`src/rtl/mem_arb_pkg.sv`:
```
// Shared types and constants for the two-port memory arbiter.
package mem_arb_pkg;

  typedef enum logic [1:0] {
    IDLE   = 2'd0,
    ACCESS = 2'd1,
    DONE   = 2'd2
  } state_e;

  localparam logic PORT_CPU = 1'b0;
  localparam logic PORT_DMA = 1'b1;

endpackage

```
`src/rtl/rr_arb2.sv`:
```
// Two-input round-robin picker; the last-grant history lives in the caller.
module rr_arb2
  import mem_arb_pkg::*;
(
  input  logic [1:0] req,
  input  logic       last_grant,
  output logic       gnt_valid,
  output logic       gnt_idx
);

  always_comb begin
    gnt_valid = |req;
    gnt_idx   = PORT_CPU;
    // Under contention the port that did not win last time goes next.
    if (req == 2'b11) begin
      gnt_idx = ~last_grant;
    end else if (req[PORT_DMA]) begin
      gnt_idx = PORT_DMA;
    end
  end

endmodule

```
`src/rtl/mem_arbiter.sv`:
```
// Shares one memory between the CPU (port 0) and a DMA engine (port 1);
// each grant holds the memory port for WAIT+1 cycles, then acks for one cycle.
module mem_arbiter
  import mem_arb_pkg::*;
#(
  parameter int WAIT = 2,
  parameter int AW   = 32,
  parameter int DW   = 32
) (
  input  logic          clk,
  input  logic          reset,
  input  logic          cpu_req,
  input  logic          cpu_we,
  input  logic [AW-1:0] cpu_addr,
  input  logic [DW-1:0] cpu_wdata,
  output logic [DW-1:0] cpu_rdata,
  output logic          cpu_ack,
  output logic          cpu_stall,
  input  logic          dma_req,
  input  logic          dma_we,
  input  logic [AW-1:0] dma_addr,
  input  logic [DW-1:0] dma_wdata,
  output logic [DW-1:0] dma_rdata,
  output logic          dma_ack,
  output logic          mem_en,
  output logic          mem_we,
  output logic [AW-1:0] mem_addr,
  output logic [DW-1:0] mem_wdata,
  input  logic [DW-1:0] mem_rdata,
  output logic          owner
);

  localparam logic [3:0] WAIT_CNT = 4'(WAIT);

  state_e        state_q, state_d;
  logic [3:0]    wcnt_q, wcnt_d;
  logic          last_grant_q, last_grant_d;
  logic          owner_q, owner_d;
  logic          we_q, we_d;
  logic [AW-1:0] addr_q, addr_d;
  logic [DW-1:0] wdata_q, wdata_d;
  logic [DW-1:0] cpu_rdata_q, cpu_rdata_d;
  logic [DW-1:0] dma_rdata_q, dma_rdata_d;

  logic gnt_valid;
  logic gnt_idx;

  rr_arb2 u_rr_arb2 (
    .req        ({dma_req, cpu_req}),
    .last_grant (last_grant_q),
    .gnt_valid  (gnt_valid),
    .gnt_idx    (gnt_idx)
  );

  always_comb begin
    // NOTE: every next-state signal defaults to its register so no path
    // through the case statement can leave one unassigned and infer a latch.
    state_d      = state_q;
    wcnt_d       = wcnt_q;
    last_grant_d = last_grant_q;
    owner_d      = owner_q;
    we_d         = we_q;
    addr_d       = addr_q;
    wdata_d      = wdata_q;
    cpu_rdata_d  = cpu_rdata_q;
    dma_rdata_d  = dma_rdata_q;

    unique case (state_q)
      IDLE: begin
        if (gnt_valid) begin
          owner_d      = gnt_idx;
          last_grant_d = gnt_idx;
          we_d         = (gnt_idx == PORT_DMA) ? dma_we    : cpu_we;
          addr_d       = (gnt_idx == PORT_DMA) ? dma_addr  : cpu_addr;
          wdata_d      = (gnt_idx == PORT_DMA) ? dma_wdata : cpu_wdata;
          wcnt_d       = WAIT_CNT;
          state_d      = ACCESS;
        end
      end
      ACCESS: begin
        if (wcnt_q == 4'd0) begin
          if (!we_q) begin
            if (owner_q == PORT_DMA) dma_rdata_d = mem_rdata;
            else                     cpu_rdata_d = mem_rdata;
          end
          state_d = DONE;
        end else begin
          wcnt_d = wcnt_q - 4'd1;
        end
      end
      DONE:    state_d = IDLE;
      default: state_d = IDLE;
    endcase
  end

  // NOTE: sequential state uses non-blocking assignments so every register
  // samples the pre-edge value of the others, independent of statement order.
  always_ff @(posedge clk) begin
    if (reset) begin
      state_q      <= IDLE;
      wcnt_q       <= 4'd0;
      last_grant_q <= PORT_DMA;
      owner_q      <= PORT_CPU;
      we_q         <= 1'b0;
      addr_q       <= '0;
      wdata_q      <= '0;
      cpu_rdata_q  <= '0;
      dma_rdata_q  <= '0;
    end else begin
      state_q      <= state_d;
      wcnt_q       <= wcnt_d;
      last_grant_q <= last_grant_d;
      owner_q      <= owner_d;
      we_q         <= we_d;
      addr_q       <= addr_d;
      wdata_q      <= wdata_d;
      cpu_rdata_q  <= cpu_rdata_d;
      dma_rdata_q  <= dma_rdata_d;
    end
  end

  // Memory-side outputs decode only registered state, never the requests.
  assign mem_en    = (state_q == ACCESS);
  assign mem_we    = (state_q == ACCESS) && we_q;
  assign mem_addr  = addr_q;
  assign mem_wdata = wdata_q;
  assign owner     = owner_q;

  assign cpu_ack   = (state_q == DONE) && (owner_q == PORT_CPU);
  assign dma_ack   = (state_q == DONE) && (owner_q == PORT_DMA);
  assign cpu_rdata = cpu_rdata_q;
  assign dma_rdata = dma_rdata_q;
  assign cpu_stall = cpu_req & ~cpu_ack;

endmodule

```
`config.mk`:
```
export PLATFORM = sky130hd
export DESIGN_NAME = mem_arbiter
export DESIGN_NICKNAME = d
export VERILOG_FILES = /design/src/rtl/mem_arb_pkg.sv /design/src/rtl/rr_arb2.sv /design/src/rtl/mem_arbiter.sv
export SDC_FILE = /design/constraint.sdc
export NUM_CORES = 1
export LEC_CHECK = 0
export CAP_MARGIN = 15
export CORE_UTILIZATION = 35
export DETAILED_ROUTE_END_ITERATION = 16
export PLACE_DENSITY = 0.72
export SETUP_SLACK_MARGIN = 0.05
export SLEW_MARGIN = 15
export SYNTH_ARGS = -nofsm -noshare
export SYNTH_HDL_FRONTEND = slang
export SYNTH_SLANG_ARGS = --single-unit
```
`constraint.sdc`:
```
create_clock -name clk -period 2.2 [get_ports clk]
set_input_delay 0.22 -clock clk [delete_from_list [all_inputs] [get_ports clk]]
set_output_delay 0.22 -clock clk [all_outputs]
set_load 0.02 [all_outputs]
```
# Word-level counts from Yosys, hierarchy flattened
# Cells that the tools add are included.
# totals
reg_bits,137
latch_bits,0
mem_bits_rw,0
rom_bits,0
inputBits,166
out_inout_bits,134
wordCells,44
mem_count,0
# op_classes
n_addsub,1
mul,0
div,0
order_cmp,0
eq_ne,6
shifts,0
mux,11
bitwise,5
n_reduce_logical,12
# op_table
op,count
$mux 32,2
$mux 4,2
$pmux 4 s2,1
$reduce_and 4->1,2
$eq 2x2->1 const B,2
$logic_not 4->1,1
$mux 2,2
$ne 2x2->1 const B,2
$not 1->1,4
$pmux 2 s2,1
$reduce_and 2->1,2
$sub 4x1->4 const B,1
$logic_and 1x1->1,3
$mux 1,3
$reduce_and 3->1,1
$eq 2x1->1 const B,1
$logic_not 2->1,1
$ne 2x1->1 const B,1
$reduce_bool 2->1,1
$reduce_or 2->1,1
$and 1x1->1,1

# Logic depth before layout (Yosys ltp)
# Gate-level depths: netlist (run 1).
# logic_depth
depth_word,4
ltp_mapped,7

# Hierarchy
# From an unflattened synthesis (run 1), not the netlist that was laid out.
# unflattened
cells_unflattened,633
area_unflattened_um2,5765.5
# modules_own_cells
module,instances,cells_each,area_per_inst_um2
mem_arbiter,1,631,5751.8
rr_arb2,1,2,13.8

# Least setup slack after synthesis (run 1)
# Ideal clock, no wire load.
# synth_timing
path_kind,register to register
from,register wcnt_q[0]
to,register cpu_rdata_q[10] (netlist: cpu_rdata[10])
setup_time_ns,0.072
t_arrival_ns,1.701
setup_slack_ns,0.428
path_stages_with_launch,8
path_buffers,2
period_less_slack_ns,1.772
cell_sequence,dfxtp_1 > inv_1 > ha_1 > or3b_1 > buf_6 > nor4_4 > buf_6 > mux2i_1
# synth_between
elab_chain_len,2
# synth_lines
element,line,rtl
"start, declared",mem_arbiter.sv:36,"logic [3:0] wcnt_q, wcnt_d;"
"start signal, assigned",mem_arbiter.sv:111,wcnt_q <= wcnt_d;
$logic_not 4->1,mem_arbiter.sv:81,if (wcnt_q == 4'd0) begin
$reduce_and 4->1 (no line),--,
"end signal, assigned",mem_arbiter.sv:117,cpu_rdata_q <= cpu_rdata_d;
"end, declared",mem_arbiter.sv:42,"logic [DW-1:0] cpu_rdata_q, cpu_rdata_d;"
# Every way passes these cells.
# A chain may end at the register's enable or synchronous reset.

# Worst setup path after layout (run 1)
# layout_timing
from,register state_q[1]
to,output cpu_ack
# layout_between
elab_chain_len,2
# layout_lines
element,line,rtl
"start, declared",mem_arbiter.sv:35,"state_e state_q, state_d;"
"start signal, assigned",mem_arbiter.sv:110,state_q <= state_d;
$eq 2x2->1,mem_arbiter.sv:129,assign cpu_ack = (state_q == DONE) && (owner_q == PORT_CPU);
$logic_and 1x1->1,mem_arbiter.sv:129,
"end, declared",mem_arbiter.sv:17,"output logic cpu_ack,"
# Every way passes these cells.

==> results of run 1 <==
-- cells by family (layout without fill, tap and decap cells) --
kind of cell,count (synthesis),after routing
multiplexers,64,64
AO/OA/AOI/OAI,144,144
adder cells (fa/ha/maj),2,2
buffers and inverters,64,348
flip-flops,137,137
AND/OR/NAND/NOR,251,251
-- worst min-delay path: cells and delay by family --
| family | cells | cell delay, ns |
|---|---|---|
| buffers and inverters | 1 | 0.39 |
| AOI/OAI and AO/OA | 1 | 0.07 |
| and+or+nand+nor | 1 | 0.05 |
-- worst paths after layout --
check                                    from             to  cells after the start
worst max-delay path               state_q[1]        cpu_ack                      2
worst max register to register      wcnt_q[0]  cpu_rdata[14]                      6
worst min-delay path             cpu_addr[23]   mem_addr[23]                      3
worst min register to register  cpu_rdata[28]  cpu_rdata[28]                      2
-- power groups by stage --
stage	Combinational, mW	Clock [mW]	Sequential, mW
floorplan	0.827	0	3.24
global placement	2.16	0	2.95
detailed placement	2.17	0	2.95
CTS	2.18	2.97	2.91
global route	2.31	3.10	2.94
finish	2.16	2.90	2.91
-- per-stage QoR --
| step | std cells | area (um^2) | setup WS, ns |
|---|---|---|---|
| after floorplan | 662 | 5950 | 0.428 |
| after global placement | 1134 | 9180 | 0.0999 |
| after detailed placement | 1134 | 9180 | 0.0712 |
| after CTS | 1166 | 9790 | 0.130 |
| after global routing | 1166 | 9790 | 0.0754 |
| final | 1166 | 9790 | 0.170 |
-- flip-flops by register name (all words and copies together) (netlist names) --
name          cells
cpu_rdata        32
dma_rdata        32
mem_addr         32
mem_wdata        32
wcnt_q            4
state_q           2
last_grant_q      1
owner             1
we_q              1
-- layer usage --
| metal | up-vias | global-route usage, % | part of all wire (%) | wire (um) |
|---|---|---|---|---|
| met5 | - | 0 | 0 | 0 |
| met4 | 0 | 10.3 | 3.1 | 586 |
| met3 | 33 | 7.62 | 8.1 | 1550 |
| met2 | 238 | 36.5 | 48 | 9120 |
| met1 | 2663 | 26.6 | 41 | 7890 |
| li1 | 2867 | - | - | - |
-- layout make-up --
type	instances	area [um^2]
tap	220	275
multi-input combinational	461	2950
sequential	137	2740
inverter	3	11.3
clock buffer	17	425
clock inverter	15	178
fill	1515	6790
timing repair buffer	313	3210
-- cell usage in the layout (no fill, tap or decap), drive strengths merged, types with 3 or more instances in the layout --
cell type,instances
clkdlybuf4s50,296
dfxtp,137
nand2,132
nand2b,97
a21oi,69
a311oi,66
mux2i,64
clkbuf,17
buf,15
clkinv,9
inv,4
nor2,4
nor2b,3
bufinv,3
==> impl_table.tex, run 1 <==
\begin{tabular}{lr}
\hline
Metric & Value \\
\hline
\multicolumn{2}{l}{\textbf{Yosys}} \\
Dominant register cell in the synthesized netlist & sky130\_fd\_sc\_hd\_\_dfxtp\_1 \\
Count of cell types in the netlist & 35 \\
Simple-gate share of the synthesized area & 21.1\% \\
Most numerous cell in the Yosys netlist & sky130\_fd\_sc\_hd\_\_dfxtp\_1 \\
Avg Synthesized Cell Area & 8.99 um\^{}2 \\
Post-synth top area share & 46.1\% \\
Combinational family with the most area after synthesis & simple AND/OR/NAND/NOR gates \\
Post-synthesis share of cell area spent on xor and xnor gates & 0\% \\
Sequential element share of the synthesized area & 46.1\% \\
Top cells by area in the synthesized netlist & sky130\_fd\_sc\_hd\_\_dfxtp\_1, sky130\_fd\_sc\_hd\_\_mux2i\_1, sky130\_fd\_sc\_hd\_\_nand2b\_1, sky130\_fd\_sc\_hd\_\_a311oi\_1, sky130\_fd\_sc\_hd\_\_nand2\_1 \\
Compound-Gate Fraction of Synth Area & 16.7\% \\
Async set-reset flop share out of synthesis & 0\% \\
Post-Syn Area & 5950 um\^{}2 \\
EDFF count, synth & 0 \\
Net count of the mapped netlist & 830 \\
Number of warnings printed during yosys synthesis & 0 \\
Post-synthesis share of cell area spent on full adders, half adders and majority gates & 0.420\% \\
Cell taking the most area after synthesis & sky130\_fd\_sc\_hd\_\_dfxtp\_1 \\
Flip-flop and latch count after synthesis & 137 \\
Gate count after technology mapping & 662 \\
Ranking of synthesized cells by instance count & sky130\_fd\_sc\_hd\_\_dfxtp\_1, sky130\_fd\_sc\_hd\_\_nand2\_1, sky130\_fd\_sc\_hd\_\_nand2b\_1 \\
Mux contribution to synthesized area & 10.8\% \\
\multicolumn{2}{l}{\textbf{STA}} \\
Transition at the pin with the smallest max-transition slack & 0.602 ns \\
Count of final hold-check violations & 0 \\
Fin crit period & 2.03 ns \\
RSZ-0062 raised after global routing & no \\
Final sum of negative setup slack & 0 ns \\
Final setup violation count & 0 \\
Number of pins with negative max-slew slack in the final report & 0 \\
Fmax & 492 MHz \\
Setup skew after layout & 0.00847 ns \\
Part of the cycle the worst path needs & 92.3\% \\
Remaining max-slew budget at the tightest pin & 59.9\% \\
Final-layout worst hold slack & 0.369 ns \\
\multicolumn{2}{l}{\textbf{Setup path}} \\
Crit-path slowest cell & sky130\_fd\_sc\_hd\_\_clkdlybuf4s50\_1 \\
Worst reg-to-reg setup slack & 0.30 ns \\
Cell family with the largest share of critical-path delay & buffers and inverters \\
Required time of the critical path & 1.98 ns \\
Critical Path End Type & primary output \\
Type of the worst setup path & reg -> out \\
Number of buffer and inverter instances along the worst setup path & 1 \\
Setup crit start kind & flip-flop \\
Maximum cell stage delay along the critical path & 0.66 ns \\
Cell chain of the critical path & nor3b\_2, clkdlybuf4s50\_1 \\
Maximum fanout along the worst path & 6 \\
Arrival time at the worst endpoint & 1.81 ns \\
\multicolumn{2}{l}{\textbf{Route}} \\
Via density per instance & 4.98 \\
Post-route DRC violation count & 0 \\
Detailed-route via count & 5801 \\
Detail Route Antenna Nets & 0 \\
Initial DRC count & 271 \\
Wire length reported by the detailed router & 19100 um \\
Number of optimization iterations in the first detailed-route pass & 4 \\
Average wire per standard cell & 16.4 um \\
\multicolumn{2}{l}{\textbf{Clock tree}} \\
CTS clock-pin slew for the worst setup and hold paths & 0.06 ns \\
Total of cells resized after clock tree synthesis & 3 \\
Number of buffers added to fix hold violations after cts & 0 \\
Max clock buf depth & 2 \\
Worst-skew pair later-pin latency & 0.42 ns \\
Clock sinks & 137 \\
Clock tree from TritonCTS & done \\
Post-CTS setup buffer count & 0 \\
Cts bufs inserted & 17 \\
CTS Root Buffer Type & sky130\_fd\_sc\_hd\_\_clkbuf\_16 \\
Deepest level of the CTS H-tree & 4 \\
\multicolumn{2}{l}{\textbf{Final layout}} \\
Antenna cells & 0 \\
Fraction of the core area covered by cells at the end of the flow & 59.0\% \\
Share of cells above drive strength 1 & 6.03\% \\
Total number of nets in the final design & 1101 \\
Synthesis-to-finish area growth & 64.4\% \\
\multicolumn{2}{l}{\textbf{GRT}} \\
Largest net degree at the start of global routing & 66 \\
Number of global-route vias before repair & 5763 \\
First-pass GRT wire length & 30900 um \\
Gr ovfl total & 0 \\
GRT Total Usage & 22.4\% \\
Initial antenna violation count & 0 \\
\multicolumn{2}{l}{\textbf{Die}} \\
Total die area & 17500 um\^{}2 \\
Core ar. & 16600 um\^{}2 \\
IO Pins & 300 \\
Floorplan die height & 132 um \\
Die outline width & 132 um \\
Row cnt & 47 \\
Initial cell density of the core & 35.9\% \\
\multicolumn{2}{l}{\textbf{Place}} \\
Count of port buffers added during placement & 299 \\
HPWL Detailed & 13300 um \\
Final RePlAce weighted congestion & 0.810 \\
\multicolumn{2}{l}{\textbf{Pwr}} \\
Combinational share of power & 27.1\% \\
Ratio of total power to cell area & 814 nW/um\^{}2 \\
Internal Power & 5.60 mW \\
Overall Power & 7.96 mW \\
Sequential power share & 36.5\% \\
Maximum ir drop on the vdd rail & 527 uV \\
Share of total power consumed by net switching & 29.6\% \\
Clock group share of total power & 36.4\% \\
Net switching power of the design & 2.36 mW \\
Leakage Power & 3.79 nW \\
\multicolumn{2}{l}{\textbf{Status}} \\
Status & complete, no violations \\
\multicolumn{2}{l}{\textbf{Flow run}} \\
Number of max-cap violations & 0 \\
\multicolumn{2}{l}{\textbf{Hold path}} \\
Hold/Removal Path Class & in -> reg \\
\hline
\end{tabular}
Power figures use the tool's default switching activity.
==> run 2: changes to the inputs <==
--- a/config.mk
+++ b/config.mk
@@ -7,6 +7,7 @@
 export LEC_CHECK = 0
 export CAP_MARGIN = 15
 export CORE_UTILIZATION = 35
+export CTS_CLUSTER_SIZE = 40
 export DETAILED_ROUTE_END_ITERATION = 16
 export PLACE_DENSITY = 0.72
 export SETUP_SLACK_MARGIN = 0.05
==> results of run 2 <==
The final DEF is identical to that of run 1; final timing and power are the same.
